**config.mk**
```make
export PLATFORM = sky130hd
export DESIGN_NAME = mem_port_arbiter
export DESIGN_NICKNAME = d
export VERILOG_FILES = /design/src/rtl/mem_if_pkg.sv /design/src/rtl/rr_arbiter2.sv /design/src/rtl/mem_port_arbiter.sv
export SDC_FILE = /design/constraint.sdc
export NUM_CORES = 1
export LEC_CHECK = 0
export BUFFER_PORTS_ARGS = -buffer_cell sky130_fd_sc_hd__buf_2
export CAP_MARGIN = 15
export CORE_MARGIN = 3
export CORE_UTILIZATION = 40
export DETAILED_ROUTE_END_ITERATION = 10
export PLACE_DENSITY = 0.77
export SLEW_MARGIN = 20
export SYNTH_ARGS = -nofsm -noshare
export SYNTH_HDL_FRONTEND = slang
export SYNTH_HIERARCHICAL = 1
export SYNTH_SLANG_ARGS = --single-unit
```
**constraint.sdc**
```tcl
create_clock -name CPU_CLK -period 2.2 [get_ports CPU_CLK]
set_clock_uncertainty 0.15 [all_clocks]
set_input_delay 0.44 -clock CPU_CLK [delete_from_list [all_inputs] [get_ports CPU_CLK]]
set_output_delay 0.44 -clock CPU_CLK [all_outputs]
set_load 0.005 [all_outputs]
```
**src/rtl/mem_if_pkg.sv**
```systemverilog
// Shared definitions for the backing-memory port arbiter.
// Holds the arbiter state encoding, the requester identifiers, and the
// line-base helper that clears the word/byte offset bits of an address.
package mem_if_pkg;

  typedef enum logic [1:0] {
    IDLE   = 2'd0,
    SERV_I = 2'd1,
    SERV_D = 2'd2,
    DONE   = 2'd3
  } arb_state_t;

  localparam logic REQ_I = 1'b0;
  localparam logic REQ_D = 1'b1;

  // Clear the low lsb_bits of an address (up to 64 bits wide).
  function automatic logic [63:0] line_base(input logic [63:0] addr, input int lsb_bits);
    logic [63:0] mask;
    mask = (64'd1 << lsb_bits) - 64'd1;
    return addr & ~mask;
  endfunction

endpackage

```
**src/rtl/rr_arbiter2.sv**
```systemverilog
// Two-input round-robin arbiter for the ICache (req_i) and DCache (req_d)
// requesters. Grants are combinational while en is high; the last_grant
// register remembers the winner so a tie goes to the other side next time.
// Ports: clk, rst (sync active-high), en, req_i, req_d -> gnt_i, gnt_d.
module rr_arbiter2
  import mem_if_pkg::*;
(
  input  logic clk,
  input  logic rst,
  input  logic en,
  input  logic req_i,
  input  logic req_d,
  output logic gnt_i,
  output logic gnt_d
);

  logic last_grant;

  // Grant selection: single requester wins outright, a tie goes opposite last_grant.
  always_comb begin
    gnt_i = 1'b0;
    gnt_d = 1'b0;
    if (en) begin
      if (req_i && req_d) begin
        if (last_grant == REQ_I) begin
          gnt_d = 1'b1;
        end else begin
          gnt_i = 1'b1;
        end
      end else if (req_i) begin
        gnt_i = 1'b1;
      end else if (req_d) begin
        gnt_d = 1'b1;
      end else begin
        gnt_i = 1'b0;
      end
    end else begin
      gnt_d = 1'b0;
    end
  end

  // Remember the most recent winner; reset value lets DCache take the first tie.
  always_ff @(posedge clk) begin
    if (rst) begin
      last_grant <= REQ_I;
    end else if (gnt_i) begin
      last_grant <= REQ_I;
    end else if (gnt_d) begin
      last_grant <= REQ_D;
    end else begin
      last_grant <= last_grant;
    end
  end

endmodule

```
**src/rtl/mem_port_arbiter.sv**
```systemverilog
// Shares one backing-memory port between the ICache miss path and the
// DCache miss/writeback path. Each accepted request becomes a whole-line
// burst, one word per beat, with a registered response beat per ack.
// Ports:
//   CPU_CLK, CPU_RST         clock, synchronous active-high reset
//   ireq_* / irsp_*          ICache line-fill request and read beats
//   dreq_* / drsp_*, d_beat  DCache fill/writeback request, beats, beat index
//   icache_pending, dcache_pending  stall flags for the hazard unit
//   mem_*                    backing-memory beat interface (req held until ack)
module mem_port_arbiter
  import mem_if_pkg::*;
#(
  parameter int ADDR_W     = 32,
  parameter int LINE_WORDS = 8,
  parameter int WORD_OFF   = 2,
  localparam int BEAT_W    = $clog2(LINE_WORDS)
) (
  input  logic              CPU_CLK,
  input  logic              CPU_RST,
  input  logic              ireq_valid,
  input  logic [ADDR_W-1:0] ireq_addr,
  output logic              ireq_ready,
  output logic              irsp_valid,
  output logic [31:0]       irsp_data,
  output logic              irsp_last,
  input  logic              dreq_valid,
  input  logic              dreq_we,
  input  logic [ADDR_W-1:0] dreq_addr,
  input  logic [31:0]       dreq_wdata,
  output logic              dreq_ready,
  output logic              drsp_valid,
  output logic [31:0]       drsp_data,
  output logic              drsp_last,
  output logic [BEAT_W-1:0] d_beat,
  output logic              icache_pending,
  output logic              dcache_pending,
  output logic              mem_req,
  output logic              mem_we,
  output logic [ADDR_W-1:0] mem_addr,
  output logic [31:0]       mem_wdata,
  input  logic              mem_ack,
  input  logic [31:0]       mem_rdata
);

  localparam logic [63:0]        MASK64    = line_base({64{1'b1}}, BEAT_W + WORD_OFF);
  localparam logic [ADDR_W-1:0]  LINE_MASK = MASK64[ADDR_W-1:0];
  localparam logic [BEAT_W-1:0]  LAST_BEAT = BEAT_W'(LINE_WORDS - 1);

  arb_state_t        state;
  arb_state_t        state_next;
  logic [ADDR_W-1:0] base;
  logic              we_lat;
  logic [BEAT_W-1:0] beat;
  logic              served;
  logic              arb_en;
  logic              gnt_i;
  logic              gnt_d;
  logic              in_serv;

  // Arbitration is only live in IDLE and never while reset is asserted.
  assign arb_en  = (state == IDLE) && !CPU_RST;
  assign in_serv = (state == SERV_I) || (state == SERV_D);

  rr_arbiter2 u_rr (
    .clk   (CPU_CLK),
    .rst   (CPU_RST),
    .en    (arb_en),
    .req_i (ireq_valid),
    .req_d (dreq_valid),
    .gnt_i (gnt_i),
    .gnt_d (gnt_d)
  );

  // FSM state register.
  always_ff @(posedge CPU_CLK) begin
    if (CPU_RST) begin
      state <= IDLE;
    end else begin
      state <= state_next;
    end
  end

  // Next-state logic and the same-cycle ready pulses.
  always_comb begin
    state_next = state;
    ireq_ready = 1'b0;
    dreq_ready = 1'b0;
    case (state)
      IDLE: begin
        if (gnt_i) begin
          ireq_ready = 1'b1;
          state_next = SERV_I;
        end else if (gnt_d) begin
          dreq_ready = 1'b1;
          state_next = SERV_D;
        end else begin
          state_next = IDLE;
        end
      end
      SERV_I, SERV_D: begin
        if (mem_ack && (beat == LAST_BEAT)) begin
          state_next = DONE;
        end else begin
          state_next = state;
        end
      end
      DONE:    state_next = IDLE;
      default: state_next = IDLE;
    endcase
  end

  // Burst datapath: request latch, beat counter and registered response beats.
  always_ff @(posedge CPU_CLK) begin
    if (CPU_RST) begin
      base       <= {ADDR_W{1'b0}};
      we_lat     <= 1'b0;
      beat       <= {BEAT_W{1'b0}};
      served     <= REQ_I;
      irsp_valid <= 1'b0;
      irsp_data  <= 32'd0;
      irsp_last  <= 1'b0;
      drsp_valid <= 1'b0;
      drsp_data  <= 32'd0;
      drsp_last  <= 1'b0;
    end else begin
      irsp_valid <= 1'b0;
      irsp_last  <= 1'b0;
      drsp_valid <= 1'b0;
      drsp_last  <= 1'b0;
      case (state)
        IDLE: begin
          if (gnt_i) begin
            base   <= ireq_addr & LINE_MASK;
            we_lat <= 1'b0;
            beat   <= {BEAT_W{1'b0}};
            served <= REQ_I;
          end else if (gnt_d) begin
            base   <= dreq_addr & LINE_MASK;
            we_lat <= dreq_we;
            beat   <= {BEAT_W{1'b0}};
            served <= REQ_D;
          end else begin
            beat <= {BEAT_W{1'b0}};
          end
        end
        SERV_I: begin
          if (mem_ack) begin
            irsp_valid <= 1'b1;
            irsp_data  <= mem_rdata;
            irsp_last  <= (beat == LAST_BEAT);
            // Return to zero after the final beat instead of wrapping mid-burst.
            beat       <= (beat == LAST_BEAT) ? {BEAT_W{1'b0}} : beat + BEAT_W'(1);
          end else begin
            beat <= beat;
          end
        end
        SERV_D: begin
          if (mem_ack) begin
            drsp_valid <= 1'b1;
            drsp_data  <= mem_rdata;
            drsp_last  <= (beat == LAST_BEAT);
            beat       <= (beat == LAST_BEAT) ? {BEAT_W{1'b0}} : beat + BEAT_W'(1);
          end else begin
            beat <= beat;
          end
        end
        DONE:    beat <= {BEAT_W{1'b0}};
        default: beat <= {BEAT_W{1'b0}};
      endcase
    end
  end

  // Memory-side beat drive; write data is passed straight through for D writebacks.
  always_comb begin
    mem_req   = 1'b0;
    mem_we    = 1'b0;
    mem_addr  = {ADDR_W{1'b0}};
    mem_wdata = 32'd0;
    d_beat    = {BEAT_W{1'b0}};
    if (in_serv) begin
      mem_req  = 1'b1;
      mem_we   = we_lat;
      mem_addr = base + (ADDR_W'(beat) << WORD_OFF);
    end else begin
      mem_req = 1'b0;
    end
    if (state == SERV_D) begin
      d_beat = beat;
      if (we_lat) begin
        mem_wdata = dreq_wdata;
      end else begin
        mem_wdata = 32'd0;
      end
    end else begin
      d_beat = {BEAT_W{1'b0}};
    end
  end

  // Pending flags stay up through DONE so they drop the cycle after the last beat.
  always_comb begin
    icache_pending = 1'b0;
    dcache_pending = 1'b0;
    case (state)
      IDLE: begin
        icache_pending = ireq_valid && !CPU_RST;
        dcache_pending = dreq_valid && !CPU_RST;
      end
      SERV_I:  icache_pending = 1'b1;
      SERV_D:  dcache_pending = 1'b1;
      DONE: begin
        icache_pending = (served == REQ_I);
        dcache_pending = (served == REQ_D);
      end
      default: icache_pending = 1'b0;
    endcase
  end

endmodule
```
---- Word level (Yosys, flattened, before mapping) ----
Cells that the tools add are included.
word-level totals
  input port bits ......................... 134
  register bits ........................... 108
operators by class
  eq/ne operators ......................... 6
  add/sub/neg operators ................... 2
  bitwise operators ....................... 3
  mux-type cells .......................... 37
  reduce and logical (&&, ||, !) cells .... 17
operator list
  operator               number
  $mux W32               5
  $add A32 B5 Y32        1
  $mux W1                22
  $reduce_or A2 Y1       5
  $mux W3                3
  $mux W2                3
  $pmux W1 S3            2
  $pmux W2 S3            1
  $pmux W3 S2            1
  $reduce_and A2 Y1      3
  $logic_and A1 B1 Y1    5
  $eq A2 B2 Y1 const B   2
  $ne A2 B1 Y1 const B   2
  $add A3 B1 Y3 const B  1
  $eq A3 B3 Y1 const B   1
  $not A1 Y1             3
  $eq A2 B1 Y1 const B   1
  $logic_not A2 Y1       1
  $reduce_bool A2 Y1     1
  $logic_not A1 Y1       1
  $logic_or A1 B1 Y1     1

---- Depth between registers and ports, before layout ----
  depth after elaboration ................. 7
  gate-level depth with buffers ........... 10
  gate-level depth less buffers ........... 8

---- Modules after synthesis ----
The synthesis kept the hierarchy.
by module, submodules not included
  module            times used  sequential area each (sq um)  area each (sq um)  cells each
  mem_port_arbiter  1           2,042.0                       4,620.7            537
  rr_arbiter2       1           20.0                          55.1               8

---- Least setup slack after synthesis ----
No wires, ideal clock.
  path type ............................... register -> output
  from .................................... register state[0]
  to ...................................... output ireq_ready
  buffers on the path ..................... 1
  path slack .............................. 0.075 ns
  cell stages (with the launch flop) ...... 8
  arrival time ............................ 1.535 ns
  path through ............................ dfxtp_1 -> inv_1 -> ha_1 -> nor2b_1 -> nand2_1 -> a21oi_1 -> buf_6 -> and2_2
on the way
  word-level cells in the longest chain between the ends .. 5
ends and longest elaborated chain
  element                   RTL line                text
  start: declaration        mem_port_arbiter.sv:49  arb_state_t state;
  start signal: assignment  mem_port_arbiter.sv:79  state <= state_next;
  $logic_not A2 Y1          mem_port_arbiter.sv:61  assign arb_en = (state == IDLE) && !CPU_RST;
  $logic_and A1 B1 Y1       mem_port_arbiter.sv:61
  net arb_en                mem_port_arbiter.sv:55  logic arb_en;
  $mux W1                   rr_arbiter2.sv:23       if (en) begin
  net gnt_i                 mem_port_arbiter.sv:56  logic gnt_i;
  $mux W1                   mem_port_arbiter.sv:90  if (gnt_i) begin
  $mux W1                   mem_port_arbiter.sv:88  case (state)
  end: declaration          mem_port_arbiter.sv:22  output logic ireq_ready,
The timed path passes the listed nets, and every way through them passes these cells.

---- Final worst setup path ----
  from .................................... register state[1]
  to ...................................... output dreq_ready
RTL lines
  element              RTL line                text
  $logic_not A2 Y1     mem_port_arbiter.sv:61
  $logic_and A1 B1 Y1  mem_port_arbiter.sv:61
  net arb_en           mem_port_arbiter.sv:55
  $mux W1              rr_arbiter2.sv:23
  net gnt_i            mem_port_arbiter.sv:56
  $mux W1              mem_port_arbiter.sv:90
  $mux W1              mem_port_arbiter.sv:88
  end: declaration     mem_port_arbiter.sv:30  output logic dreq_ready,
The timed path passes the listed nets, and every way through them passes these cells.

==> results.txt <==
* Vert. Die Dim: 114.1 um
* Yosys top cell area share: 44.10%
* Post-synthesis to final-layout area growth: 40.84%
- Routability-driven placement finished with a final weighted congestion of around 0.75.
- Std-Cell Core Area: 11130 um^2
- For flop-to-flop paths, the worst setup slack is approximately 0.07 ns.
- Clock latency on the worst-skew pair: 0.33 ns
- Number of sinks driven by the clock tree: around 100
- The synthesized netlist occupies a cell area of 4676 um^2.
* Share of the clock period used by the worst path after layout: 99.83%
- Slew margin rel.: between 60% and 70%
- Worst Path Max Fanout: 4
- CTS tree: yes
- Setup Crit Path Kind: reg -> out
* Peak clock frequency supported by timing: approximately 460 MHz
* Sequential cell area: 2064 um^2
- The number of antenna diodes in the final layout is 0.
- In this run the power density over the cells is 889.1 nW/um^2.
* Number of vias in the routed layout: 4528
- Summing the sequential cell areas from Yosys gives 44.10% of the chip area.
- Post-route antenna net violation count: 0
- The max-slew violation total from the final report is 0.
- Hold-fix buffers, CTS: 0
- For this run, the number of Yosys warnings is 6.
- The final layout contains 939 nets.
- IO Count: 275
- Post-Synthesis Cells: 545
* Total Die Area: 13020 um^2
- The largest total area in the synthesized netlist belongs to dfxtp_1.
- For this run, the total global-route usage over all layers was measured as a little under a fifth.
- Prior to clock tree synthesis, the placed netlist has a worst setup slack of between 0.1 and 0.15 ns.
- Final HPWL from detailed placement: 9363 um
* Outcome: completed
* Clock transition time at the flip-flop clock pins of the worst setup and hold paths: 0.07 ns
- Global-route wire length before repair: 20420 um
* Max-cap violations: 0
* Count of buffers from port buffering: 262
- Least-Margin Pin Slew: 0.5814 ns
- The worst-case IR drop observed on VDD is 0.0005835 V.
- Minimum setup slack in the final design: ~0.0038 ns
* Final setup violating endpoints: 0
- Synthesized area per cell: 8.579 um^2
- Worst min-delay path category: in -> reg
- Number of antenna violations at the first check in global routing: 0
- Required time worst endpoint: 1.61 ns
- Initial Util: 42.03%
- Residual DRC count: 0
- Before antenna repair, the detailed router went through 4 iterations.
- Synth Register Bits: 103
- Yosys attributes the largest share of cell area to dfxtp_1 44%, nand2_1 11%, a21oi_1 7.5%, mux2i_1 6.2%, a211oi_2 6.2%.
- Iteration-0 DRC count of the detailed router: 285
- Leak Pwr: 3.197 nW
- Power, Total: 5.855 mW
- Layout cell share with drive strength beyond 1: 45.90%
* Number of rows in the core area: 38
- Via/cell ratio: 4.797
- Number of global-route vias before repair: 4208
* Fill cell total of the finished layout: between 1000 and 1500
- Element type at the critical path start: register
- Type of destination of the critical path: primary output
- Setup repair after global routing could not meet its margin everywhere.
- Total overflow reported by the global router: 0
- STA puts the critical path data arrival time at approximately 1.6 ns.
- TritonCTS created 9 clock buffers.
- Buffer cell driving the clock tree root: clkbuf_16
* Total number of H-tree levels: 3
- Die Wd: 114.1 um
- After layout, the minimum clock period comes to approximately 2.2 ns.
* Total wirelength of the detailed-routed design: 13280 um
* Post-synthesis cell type count: 32
- Detail-routed net length per standard cell: 14.07 um
- The count of endpoints failing hold in the final timing report came to 0.
- Largest net degree at the start of global routing: 53
- Counting along the longest clock path gives a buffer depth of 2.
- Summing all multi-input logic gate instances after layout gives 2389 um^2.
[cells in the mapped netlist]
cell type    n
a21bo_2      1
conb_1       1
and3b_1      1
buf_4        7
nand2_1    131
mux2i_1     29
inv_1        4
buf_6        9
a221oi_1     2
and3_1      32
nand2b_1     4
buf_1        1
clkbuf_1    14
a211oi_1     6
and2_1      36
clkbuf_2     1
ha_1         6
nor2_2      10
a21oi_1     70
nand3b_1     1
buf_2       11
a211oi_2    23
buf_8        4
and2b_1      1
nand2_2      2
nor2_1      30
o21a_1       1
nor3_1       1
nor2b_1      1
and2_2       1
dfxtp_1    103
a311oi_1     1
[through the flow]
stage / std cells / setup TNS, ns / hold WS [ns] / utilization (%) / instance area [um^2]
after global placement: 918 / 0 / 0.2898 / 54.41 / 6053
final: 944 / 0 / 0.1868 / 59.19 / 6585
after detailed placement: 918 / 0 / 0.2935 / 54.41 / 6053
after floorplan: 546 / 0 / 0.3027 / - / 4679
after CTS: 940 / 0 / 0.1648 / 58.16 / 6471
after global routing: 944 / -1.498 / 0.1780 / 59.19 / 6585
[metal layers]
metal	routed length [um]	vias up	track usage (%)
li1	-	2311	-
met1	5607	2083	23.35
met2	6836	124	33.68
met3	688	10	4.281
met4	149	0	5.622
met5	0	-	0
[worst max-delay path, cell delays in order (launching register included)]
cell and delay [ns]:
dfxtp_2 0.34, inv_2 0.08, ha_4 0.13, nor2b_4 0.16
nand2_2 0.08, a21oi_4 0.14, and3b_1 0.21, buf_2 0.13
[cells in the final DEF (no fill, tap or decap), types with 2 or more instances in the layout]
cell type | synthesis | routed
mux2i_1 | 29 | 16
and2_1 | 36 | 36
a21oi_1 | 70 | 68
a211oi_2 | 23 | 24
ha_1 | 6 | 4
dfxtp_2 | 0 | 2
clkinvlp_4 | 0 | 2
nor2_2 | 10 | 10
nor2_1 | 30 | 30
inv_6 | 0 | 2
inv_2 | 0 | 2
nand2b_1 | 4 | 4
nand2_2 | 2 | 3
nand2_1 | 131 | 130
dfxtp_1 | 103 | 101
bufinv_16 | 0 | 2
inv_1 | 4 | 2
buf_2 | 11 | 261
conb_1 | 1 | 2
buf_4 | 7 | 20
a221oi_2 | 0 | 2
mux2i_2 | 0 | 12
buf_12 | 0 | 6
clkbuf_16 | 0 | 10
and3_1 | 32 | 32
a211oi_1 | 6 | 5
[report_power, final]
group | internal (mW) | switching [mW] | total, mW
clock | 1.01 | 0.731 | 1.75
sequential | 2.15 | 0.144 | 2.30
combinational | 0.861 | 0.952 | 1.81
[cell families (layout without fill, tap and decap cells)]
family,after synthesis,after routing,synth area share [%]
AO/OA/AOI/OAI,104,104,15.55
AND/OR/NAND/NOR,251,251,25.07
other,1,2,0.08020
buffers and inverters,51,309,7.385
multiplexers,29,29,6.208
adder cells (fa/ha/maj),6,6,1.606
flip-flops,103,103,44.10
[timing repair]
action,4_1_cts,5_1_grt
resized for setup,13,16
gates cloned,0,1
pin swaps,4,2
endpoints found under the setup margin,60,41
setup buffers,6,3
[sequential cells by signal, summed over array words and instances (netlist names)]
signal	cells
base	27
beat	3
drsp_data	32
drsp_last	1
drsp_valid	1
irsp_data	32
irsp_last	1
irsp_valid	1
served	1
state	2
u_rr/last_grant	1
we_lat	1
[cell type report]
class / count / share of cell area [%]
well taps: 140 / 2.660
multi-input cells: 392 / 36.27
clock buffers: 9 / 3.420
inverters: 4 / 0.2280
repair buffers: 289 / 24.49
flip-flops and latches: 103 / 31.35
clock inverters: 7 / 1.577
[worst paths after layout]
check / from / endpoint / depth (start not counted)
worst max-delay path: state[1]$_SDFFE_PP0P_ / dreq_ready / 7
worst min-delay path: dreq_we / we_lat$_SDFFE_PP0P_ / 3
worst max register to register: state[1]$_SDFFE_PP0P_ / base[30]$_SDFFE_PP0P_ / 11
worst min register to register: drsp_data[24]$_SDFFE_PP0P_ / drsp_data[24]$_SDFFE_PP0P_ / 2
Note: power is estimated with default switching activity, not from simulation.
